`config.mk`:
```
export PLATFORM = sky130hd
export DESIGN_NAME = led_sweep_ctrl
export DESIGN_NICKNAME = d
export VERILOG_FILES = /design/src/rtl/led_sweep_ctrl.sv
export SDC_FILE = /design/constraint.sdc
export NUM_CORES = 1
export LEC_CHECK = 0
export CAP_MARGIN = 15
export CORE_MARGIN = 2
export CORE_UTILIZATION = 50
export CTS_CLUSTER_DIAMETER = 30
export DETAILED_ROUTE_END_ITERATION = 10
export GPL_ROUTABILITY_DRIVEN = 0
export PLACE_DENSITY = 0.7
export SYNTH_ARGS = -nofsm -noshare
export SYNTH_HDL_FRONTEND = slang
export SYNTH_SLANG_ARGS = --single-unit
```
`constraint.sdc`:
```
create_clock -name clk -period 8.1 [get_ports clk]
set_clock_uncertainty 0.05 [all_clocks]
set_input_delay 1.215 -clock clk [delete_from_list [all_inputs] [get_ports clk]]
set_output_delay 1.215 -clock clk [all_outputs]
set_load 0.01 [all_outputs]
```
`src/rtl/led_sweep_ctrl.sv`:
```
// led_sweep_ctrl: triangle sweep of an 8-bit LED value between 0 and a
// captured limit, stepped by a prescaled tick, with dwell holds at both ends,
// optional auto-stop after CYCLES sweeps, and abort via stop.
module led_sweep_ctrl #(
    parameter int unsigned DIV    = 4194304,
    parameter int unsigned DWELL  = 4,
    parameter int unsigned CYCLES = 0
) (
    input  logic       clk,
    input  logic       srst,
    input  logic       start,
    input  logic       stop,
    input  logic [7:0] limit,
    output logic [7:0] led,
    output logic       busy,
    output logic       dir,
    output logic       done
);

    localparam int unsigned   PW        = (DIV > 1) ? $clog2(DIV) : 1;
    localparam logic [PW-1:0] PRE_MAX   = PW'(DIV - 1);
    localparam logic [7:0]    DWELL_MAX = 8'(DWELL - 1);

    typedef enum logic [2:0] {
        IDLE     = 3'd0,
        UP       = 3'd1,
        HOLD_TOP = 3'd2,
        DOWN     = 3'd3,
        HOLD_BOT = 3'd4
    } state_t;

    state_t        state, state_nx;
    logic [PW-1:0] presc, presc_nx;
    logic [7:0]    dwell_cnt, dwell_nx;
    logic [31:0]   sweep_cnt, sweep_nx;
    logic [7:0]    lim_q, lim_nx;
    logic [7:0]    led_nx;
    logic          busy_nx, dir_nx, done_nx;
    logic          tick;

    assign tick = (presc == PRE_MAX);

    // State and all outputs registered; srst clears everything and beats start/stop.
    always_ff @(posedge clk) begin
        if (srst) begin
            state     <= IDLE;
            presc     <= '0;
            dwell_cnt <= '0;
            sweep_cnt <= '0;
            lim_q     <= '0;
            led       <= '0;
            busy      <= 1'b0;
            dir       <= 1'b0;
            done      <= 1'b0;
        end else begin
            state     <= state_nx;
            presc     <= presc_nx;
            dwell_cnt <= dwell_nx;
            sweep_cnt <= sweep_nx;
            lim_q     <= lim_nx;
            led       <= led_nx;
            busy      <= busy_nx;
            dir       <= dir_nx;
            done      <= done_nx;
        end
    end

    // Next-state and next-output logic; outputs derive from the next state so
    // the registered copies always line up with the state register.
    always_comb begin
        state_nx = state;
        presc_nx = (state == IDLE || tick) ? '0 : presc + PW'(1);
        dwell_nx = dwell_cnt;
        sweep_nx = sweep_cnt;
        lim_nx   = lim_q;
        led_nx   = led;
        done_nx  = 1'b0;

        case (state)
            IDLE: begin
                if (start) begin
                    state_nx = UP;
                    led_nx   = '0;
                    presc_nx = '0;
                    sweep_nx = '0;
                    dwell_nx = '0;
                    lim_nx   = limit;
                end
            end
            UP: begin
                if (tick) begin
                    // >= rather than == keeps led from ever passing the top
                    if (led >= lim_q) begin
                        state_nx = HOLD_TOP;
                        dwell_nx = '0;
                    end else begin
                        led_nx = led + 8'd1;
                    end
                end
            end
            HOLD_TOP: begin
                if (tick) begin
                    if (dwell_cnt == DWELL_MAX) begin
                        state_nx = DOWN;
                        dwell_nx = '0;
                    end else begin
                        dwell_nx = dwell_cnt + 8'd1;
                    end
                end
            end
            DOWN: begin
                if (tick) begin
                    if (led == 8'd0) begin
                        sweep_nx = sweep_cnt + 32'd1;
                        if (CYCLES != 0 && sweep_nx == CYCLES) begin
                            state_nx = IDLE;
                            done_nx  = 1'b1;
                        end else begin
                            state_nx = HOLD_BOT;
                            dwell_nx = '0;
                        end
                    end else begin
                        led_nx = led - 8'd1;
                    end
                end
            end
            HOLD_BOT: begin
                if (tick) begin
                    if (dwell_cnt == DWELL_MAX) begin
                        state_nx = UP;
                        dwell_nx = '0;
                    end else begin
                        dwell_nx = dwell_cnt + 8'd1;
                    end
                end
            end
            default: state_nx = IDLE;
        endcase

        // Abort: stop wins over everything except reset once a sweep is running
        if (state != IDLE && stop) begin
            state_nx = IDLE;
            presc_nx = '0;
            led_nx   = led;
            done_nx  = 1'b0;
        end

        busy_nx = (state_nx != IDLE);
        dir_nx  = (state_nx == DOWN) || (state_nx == HOLD_TOP);
    end

endmodule

```
Word level (Yosys, flattened, before mapping)

Index checks and enable logic that the tools add are counted.

Equal/unequal tests: 16
$lt $le $gt $ge: 1
Bitwise operators: 1
Reductions and logical operators: 14
Add/subtract/negate cells: 4
Mux-type cells: 27

Operators by type and width:

| operator              | number |
|---|---|
| $mux 8                | 11 |
| $mux 22               | 3 |
| $pmux 8 s4            | 1 |
| $mux 3                | 10 |
| $pmux 8 s3            | 1 |
| $add 22x1->22 const B | 1 |
| $eq 22x22->1 const B  | 1 |
| $add 8x1->8 const B   | 2 |
| $pmux 3 s5            | 1 |
| $ne 2x2->1 const B    | 7 |
| $reduce_and 7->1      | 2 |
| $eq 3x2->1 const B    | 4 |
| $reduce_bool 3->1     | 3 |
| $eq 8x2->1 const B    | 1 |
| $ge 8x8->1            | 1 |
| $logic_not 8->1       | 1 |
| $sub 8x1->8 const B   | 1 |
| $reduce_bool 4->1     | 1 |
| $reduce_or 2->1       | 2 |
| $eq 3x1->1 const B    | 1 |
| $eq 3x3->1 const B    | 1 |
| $logic_not 3->1       | 1 |
| $logic_or 1x1->1      | 2 |
| $ne 2x1->1 const B    | 1 |
| 3 further kinds       | 3 |

Register bits: 51
Word-level logic and storage cells: 70

Longest topological paths before layout

Gate-level depths: netlist (run 1).

Depth after elaboration: 7
Depth in mapped cells: 12
Depth with buffers taken out: 10

Least setup slack after synthesis (run 1)

No wires, ideal clock.

Path kind: register -> register
Start: register state[2]
End: register led[7]
Data required time: 7.976 ns
Buffers on the path: 2
Data arrival time: 2.733 ns
Clock period less this slack: 2.857 ns
Stages on the path, launching flop included: 13
Setup slack: 5.243 ns
Cell sequence: dfxtp_1 > clkbuf_1 > nor2b_1 > clkbuf_1 > nand2_1 > inv_1 > ha_1 > and3_1 > a221o_1 > o41ai_2 > xnor2_1 > or4_1 > a31oi_1

Word-level cells in the longest chain between the ends: 4
Elaborated cells between the ends (all ways): 14
Classes of those cells: 7 x eq/ne; 1 x mux; 1 x bitwise; 5 x reduce/logical

Ends and longest elaborated chain:

| element                                                                  | line | source |
|---|---|---|
| start, declared                                                          | 32   | `state_t state, state_nx;` |
| start signal, assigned                                                   | 56   | `state <= state_nx;` |
| parallel branches: the longest is 4 deep, another holds $reduce_and 7->1 | -    |  |
| end signal, assigned                                                     | 61   | `led <= led_nx;` |
| end, declared                                                            | 14   | `output logic [7:0] led,` |

Parallel ways; which one is timed is not known.
A chain may end at the register's enable or synchronous reset.

Worst setup path in the final report (run 1)

Start: register state[0]
End: register led[7]

The elaborated chain is that of the path after synthesis.

==> results.py, run 1 <==
metrics = {
    "status": {
        "outcome": "completed",
    },
    "placed_design": {
        "pre_cts_ws_ps": 4860,
        "portBuffers": 21,
        "dpl_cell_area_um2": 3010,
        "hpwl_um": 3870,
    },
    "cts": {
        "htree_levels": 2,
        "cts_sinks": 51,
        "cts_buffers": 5,
        "ctsResizeCount": 0,
        "clkTransAtPathRegs_ps": 90,
        "cts_setup_buffers": 0,
        "clk_path_buf_depth": 2,
        "hold_buffers": 0,
        "tritoncts": "yes",
        "cts-root-buf": "clkbuf_8",
        "insertion_delay_ps": 300,
    },
    "timing": {
        "setup_viol": 0,
        "layout_setup_ws_ps": 4900,
        "fin_crit_sh": 0.396,
        "tightest_slew_ps": 927,
        "max_slew_margin": 0.382,
        "grt_setup_unrepaired": "no",
        "hold_viol": 0,
        "fmax_ghz": 0.312,
        "maxSlewViolCount": 0,
        "setup_tns_ps": 0,
        "period_needed_ps": 3200,
    },
    "critical_path": {
        "r2r-end": "led[7]$_SDFFE_PP0P_",
        "cp-startpoint": "state[0]$_SDFF_PP0_",
        "r2r_start": "state[0]$_SDFF_PP0_",
        "cp_max_fo": 8,
        "crit_arrival_ps": 3380,
        "path_class": "reg2reg",
        "cp.required_ps": 8280,
        "cp-end-kind": "flop",
        "cp-start-kind": "flop",
        "crit_end": "led[7]$_SDFFE_PP0P_",
        "reg2reg_depth": 10,
        "rrSetupSlack_ps": 4900,
    },
    "die": {
        "start_util": 0.509,
        "dieArea_um2": 6120,
        "fp.dieH_um": 78.2,
        "die_x_um": 78.2,
        "rows": 27,
        "fp.coreArea_um2": 5410,
        "num_io_pins": 23,
    },
    "global_route": {
        "grt_first_pass_wirelength_um": 9240,
        "antenna_found_initial": 0,
        "grt_pass1_vias": 2045,
        "gr-total-overflow": 0,
        "grt_max_degree": 34,
        "grt_usage": 0.186,
    },
    "yosys": {
        "netlist_area_um2": 2750,
        "ys_dominant_reg_cell": "dfxtp_1",
        "synthArstFlopShare": 0,
        "ys_ff_latch": 51,
        "yosysWarnings": 0,
        "syn_area_per_cell_um2": 8.29,
        "ys_seq_area_frac": 0.371,
        "syn_nets": 361,
        "syn_inst": 332,
        "synth_edf_count": 0,
        "synth.distinct_cells": 49,
    },
    "detailed_routing": {
        "drtIter0Drc": 63,
        "wl_per_cell_um": 12.5,
        "dr.pass1.iters": 4,
        "num_vias": 2270,
        "ant_nets": 0,
        "post-route-drc-count": 0,
        "wirelength_um": 5290,
        "viasPerCell": 5.38,
    },
    "pwr": {
        "sw_frac_of_total": 0.244,
        "power_frac_clock": 0.318,
        "p_per_area_nw_per_um2": 142,
        "combPwrFrac": 0.094,
        "p_leak_nw": 1.14,
        "p_sw_uw": 107,
        "max-vdd-ir-drop_mv": 0.111,
        "pwr-share-seq": 0.588,
        "internal_power_uw": 332,
    },
    "cells_and_area": {
        "nFillCells": 515,
        "layout.cells.most_common_list": "dfxtp_1, nand2_1, nor2_1",
        "seq_area_um2": 1020,
        "nNetsFinal": 378,
        "diodes": 0,
        "final_common_cell": "dfxtp_1",
        "multiInputGateArea_um2": 1620,
        "fin_area_um2": 3090,
        "synthToLayoutAreaGrowth_pct": 12.2,
        "final_layout_size_suffix_gt1_frac": 0.0457,
    },
    "run": {
        "maxCapViolCount": 0,
    },
    "hold_path": {
        "hold_path.class": "reg2reg",
    },
}
metal layers:
layer  vias up  wire length [µm]  track usage  share of wire
li1       1201                 -            -              -
met1      1030              2640        0.261           0.50
met2        33              2400        0.278           0.45
met3         6               183       0.0391          0.035
met4         0                62       0.0772          0.012
met5         -                 0            0              0
state kept, by name (all words and copies together), names as in the netlist:
name and count:
presc 22, dwell_cnt 8, led 8, lim_q 8
state 3, busy 1, dir 1
cells in the mapped netlist (3+ instances only):
cell type / n / area, µm²
nand2b_1: 3 / 18.8
xnor2_1: 11 / 96.3
nor3_1: 10 / 50.1
xor2_1: 17 / 149
nor2_1: 32 / 120
and2_1: 10 / 62.6
clkbuf_1: 7 / 26.3
or4_1: 3 / 22.5
nand3_1: 11 / 55.1
and4_1: 3 / 26.3
nand4b_1: 3 / 26.3
or3_1: 10 / 62.6
nand4_1: 5 / 31.3
inv_1: 15 / 56.3
o21ai_0: 8 / 40.0
buf_2: 3 / 15.0
dfxtp_1: 51 / 1020
a21oi_1: 29 / 145
ha_1: 16 / 200
nand2_1: 40 / 150
o32ai_1: 4 / 35.0
and3_1: 8 / 50.1
power by group through the flow:
stage / logic [mW] / registers (mW) / clock network, mW
6_report: 0.0412 / 0.258 / 0.139
5_1_grt: 0.0472 / 0.259 / 0.158
4_1_cts: 0.0416 / 0.258 / 0.148
3_5_place_dp: 0.0415 / 0.264 / 0
3_3_place_gp: 0.0411 / 0.264 / 0
2_1_floorplan: 0.0279 / 0.264 / 0
critical path, cell delays in order (launching register included):
cell and delay (ps):
dfxtp_1 460, nor2b_1 460, nand2_1 130, inv_1 240, ha_1 330, and3_1 200, a221o_1 350, o41ai_2 240
xnor2_1 110, or4_1 400, a31oi_1 170
how the worst min path moves through the flow:
stage | start | end | depth (start not counted)
detailed placement | lim_q[6]$_SDFFE_PP0P_ | lim_q[6]$_SDFFE_PP0P_ | 2
floorplan | lim_q[1]$_SDFFE_PP0P_ | lim_q[1]$_SDFFE_PP0P_ | 2
global route | lim_q[2]$_SDFFE_PP0P_ | lim_q[2]$_SDFFE_PP0P_ | 2
CTS | lim_q[6]$_SDFFE_PP0P_ | lim_q[6]$_SDFFE_PP0P_ | 2
finish | lim_q[6]$_SDFFE_PP0P_ | lim_q[6]$_SDFFE_PP0P_ | 2
global placement | lim_q[7]$_SDFFE_PP0P_ | lim_q[7]$_SDFFE_PP0P_ | 2
per-stage QoR:
step	hold WS, ps	power (mW)	utilization	instances
after detailed placement	400	0.305	0.556	414
final	407	0.439	0.572	422
after global routing	431	0.464	0.572	422
after floorplan	386	0.291	-	332
after CTS	412	0.447	0.572	422
after global placement	394	0.305	0.556	414
kinds of logic (layout without fill, tap and decap cells):
| family | Yosys count | after routing | share of synthesized area |
|---|---|---|---|
| other cells | 1 | 1 | 0.00136 |
| xor+xnor | 28 | 28 | 0.0890 |
| buf+inv | 28 | 46 | 0.0422 |
| simple gates | 149 | 149 | 0.280 |
| compound gates | 57 | 57 | 0.133 |
| flops | 51 | 51 | 0.371 |
| fa+ha+maj | 18 | 18 | 0.0836 |
layout make-up:
| cell class | instances | share of cell area |
|---|---|---|
| clock buffers | 6 | 0.0235 |
| flip-flops and latches | 51 | 0.330 |
| inverters | 16 | 0.0194 |
| repair buffers | 22 | 0.0704 |
| clock inverters | 2 | 0.00405 |
| well taps | 72 | 0.0291 |
| multi-input cells | 253 | 0.523 |
(Power assumes the default switching activity.)
==> inputs of run 2 (changes only) <==
--- a/config.mk
+++ b/config.mk
@@ -11,7 +11,7 @@
 export CTS_CLUSTER_DIAMETER = 30
 export DETAILED_ROUTE_END_ITERATION = 10
 export GPL_ROUTABILITY_DRIVEN = 0
-export PLACE_DENSITY = 0.7
+export PLACE_DENSITY = 0.73
 export SYNTH_ARGS = -nofsm -noshare
 export SYNTH_HDL_FRONTEND = slang
 export SYNTH_SLANG_ARGS = --single-unit
==> constraint.sdc (replaced) <==
create_clock -name clk -period 2.7 [get_ports clk]
set_clock_uncertainty 0.05 [all_clocks]
set_input_delay 0.405 -clock clk [delete_from_list [all_inputs] [get_ports clk]]
set_output_delay 0.405 -clock clk [all_outputs]
set_load 0.01 [all_outputs]
==> run 2 against run 1 <==
Die area stayed put. Routed wire length is 8.9% higher. Maximum frequency is 19% higher. Via count is 2.6% higher. Global-route usage is 1.4 points higher. Sequential share of layout area is 1.6 points lower. Critical path depth stayed put. Clock power grew to 3.4 times the previous value. Critical path type unchanged. Critical endpoint unchanged. Largest cell class unchanged.
==> results.py, run 2 (synthesized netlist as in run 1, its figures left out) <==
metrics = {
    "critical_path": {
        "cp-start-kind": "flop",
        "cp_max_fo": 5,
        "rrSetupSlack_ps": 20,
        "r2r-end": "led[7]$_SDFFE_PP0P_",
        "crit_chain": "nor2b_4 -> nand2_2 -> clkinv_4 -> ha_4 -> a21o_1 -> a221o_1 -> o41ai_2 -> xnor2_1 -> or4_1 -> a31oi_1",
        "cp.required_ps": 2900,
        "cpPeakStageDelay_ps": 530,
        "path_class": "reg2reg",
        "reg2reg_depth": 10,
        "crit_arrival_ps": 2880,
        "critPathSlowestCell": "or4_1",
        "cp-end-kind": "flop",
        "r2r_start": "state[0]$_SDFF_PP0_",
    },
    "die": {
        "start_util": 0.509,
        "rows": 27,
        "num_io_pins": 23,
        "fp.dieH_um": 78.2,
        "dieArea_um2": 6120,
        "die_x_um": 78.2,
        "fp.coreArea_um2": 5410,
    },
    "cells_and_area": {
        "nNetsFinal": 387,
        "synthToLayoutAreaGrowth_pct": 18.0,
        "layout.cells.most_common_list": "dfxtp_1, nand2_1, nor2_1",
        "final_common_cell": "dfxtp_1",
        "final_layout_size_suffix_gt1_frac": 0.103,
        "largest_reg_flops": 22,
        "top_register": "presc",
        "diodes": 0,
    },
    "cts": {
        "cts-root-buf": "clkbuf_8",
        "htree_levels": 2,
        "clk_path_buf_depth": 2,
        "insertion_delay_ps": 320,
        "tritoncts": "yes",
        "cts_sinks": 51,
        "cts_buffers": 5,
        "clkTransAtPathRegs_ps": 100,
    },
    "pwr": {
        "p_leak_nw": 1.18,
        "p_per_area_nw_per_um2": 429,
        "max-vdd-ir-drop_mv": 0.323,
    },
    "timing": {
        "period_needed_ps": 2680,
        "fin_crit_sh": 0.994,
        "grt_setup_unrepaired": "yes",
        "fmax_ghz": 0.373,
        "whs_ps": 414,
        "layout_setup_ws_ps": 17.2,
        "setup_tns_ps": 0,
        "maxSlewViolCount": 0,
        "hold_viol": 0,
        "setup_viol": 0,
    },
    "global_route": {
        "antenna_found_initial": 0,
        "grt_usage": 0.200,
        "grt_pass1_vias": 2222,
        "grt_max_degree": 33,
        "grt_first_pass_wirelength_um": 10000,
        "gr-total-overflow": 0,
    },
    "status": {
        "outcome": "completed",
    },
    "detailed_routing": {
        "wirelength_um": 5760,
        "num_vias": 2328,
        "post-route-drc-count": 0,
        "drtIter0Drc": 85,
        "dr.pass1.iters": 4,
        "wl_per_cell_um": 13.4,
        "viasPerCell": 5.40,
        "ant_nets": 0,
    },
    "run": {
        "maxCapViolCount": 0,
    },
    "hold_path": {
        "min_from": "lim_q[1]$_SDFFE_PP0P_",
        "hold_path.class": "reg2reg",
        "holdPathEnd": "lim_q[1]$_SDFFE_PP0P_",
        "min_path_cells": 2,
    },
    "placed_design": {
        "pre_cts_ws_ps": 178,
        "hpwl_um": 4050,
        "portBuffers": 21,
    },
}
[run 2: where the power goes]
part	internal, mW	switching (mW)	leakage [nW]
Clock	0.192	0.285	0.0502
Sequential	0.765	0.00778	0.413
Combinational	0.0623	0.0836	0.719
[run 2: layout make-up]
class,count,area (µm²)
fill,487,2150
multi-input combinational,253,1690
sequential,51,1020
timing repair buffer,31,285
tap,72,90.1
clock buffer,5,68.8
inverter,16,65.1
clock inverter,3,28.8
[run 2: layer usage]
layer / track usage / wire length [µm]
met1: 0.262 / 2760
met2: 0.336 / 2720
met3: 0.0391 / 189
met4: 0.0579 / 93
met5: 0 / 0
[run 2: critical path: cells and delay by family, from the launching register on]
| family | cells | cell delay (ps) |
|---|---|---|
| adder cells (fa/ha/maj) | 1 | 230 |
| AO/OA/AOI/OAI | 4 | 1000 |
| buffers and inverters | 1 | 110 |
| AND/OR/NAND/NOR | 3 | 750 |
| flip-flops | 1 | 340 |
| XOR/XNOR | 1 | 140 |
[run 2: how the worst max path moves through the flow]
stage / startpoint / to / slack [ps] / cells past startpoint
2_1_floorplan: state[2]$_SDFF_PP0_ / led[7]$_SDFFE_PP0P_ / 20 / 12
3_3_place_gp: state[0]$_SDFF_PP0_ / led[7]$_SDFFE_PP0P_ / 230 / 10
3_5_place_dp: state[0]$_SDFF_PP0_ / led[7]$_SDFFE_PP0P_ / 180 / 10
4_1_cts: state[0]$_SDFF_PP0_ / led[7]$_SDFFE_PP0P_ / 120 / 10
5_1_grt: state[0]$_SDFF_PP0_ / led[7]$_SDFFE_PP0P_ / -90 / 10
6_report: state[0]$_SDFF_PP0_ / led[7]$_SDFFE_PP0P_ / 20 / 10
[run 2: timing repair]
action / 4_1_cts / 5_1_grt
hold buffers: 0 / 0
setup endpoints to repair: 0 / 1
gates resized for setup: 0 / 14
buffers inserted: 0 / 2
[run 2: metrics by stage]
step	cell area, µm²	std cells	util	power (mW)
2_1_floorplan	2760	332	-	0.875
3_3_place_gp	3060	421	0.566	0.930
3_5_place_dp	3060	421	0.566	0.932
4_1_cts	3160	429	0.584	1.40
5_1_grt	3250	431	0.601	1.45
6_report	3250	431	0.601	1.40
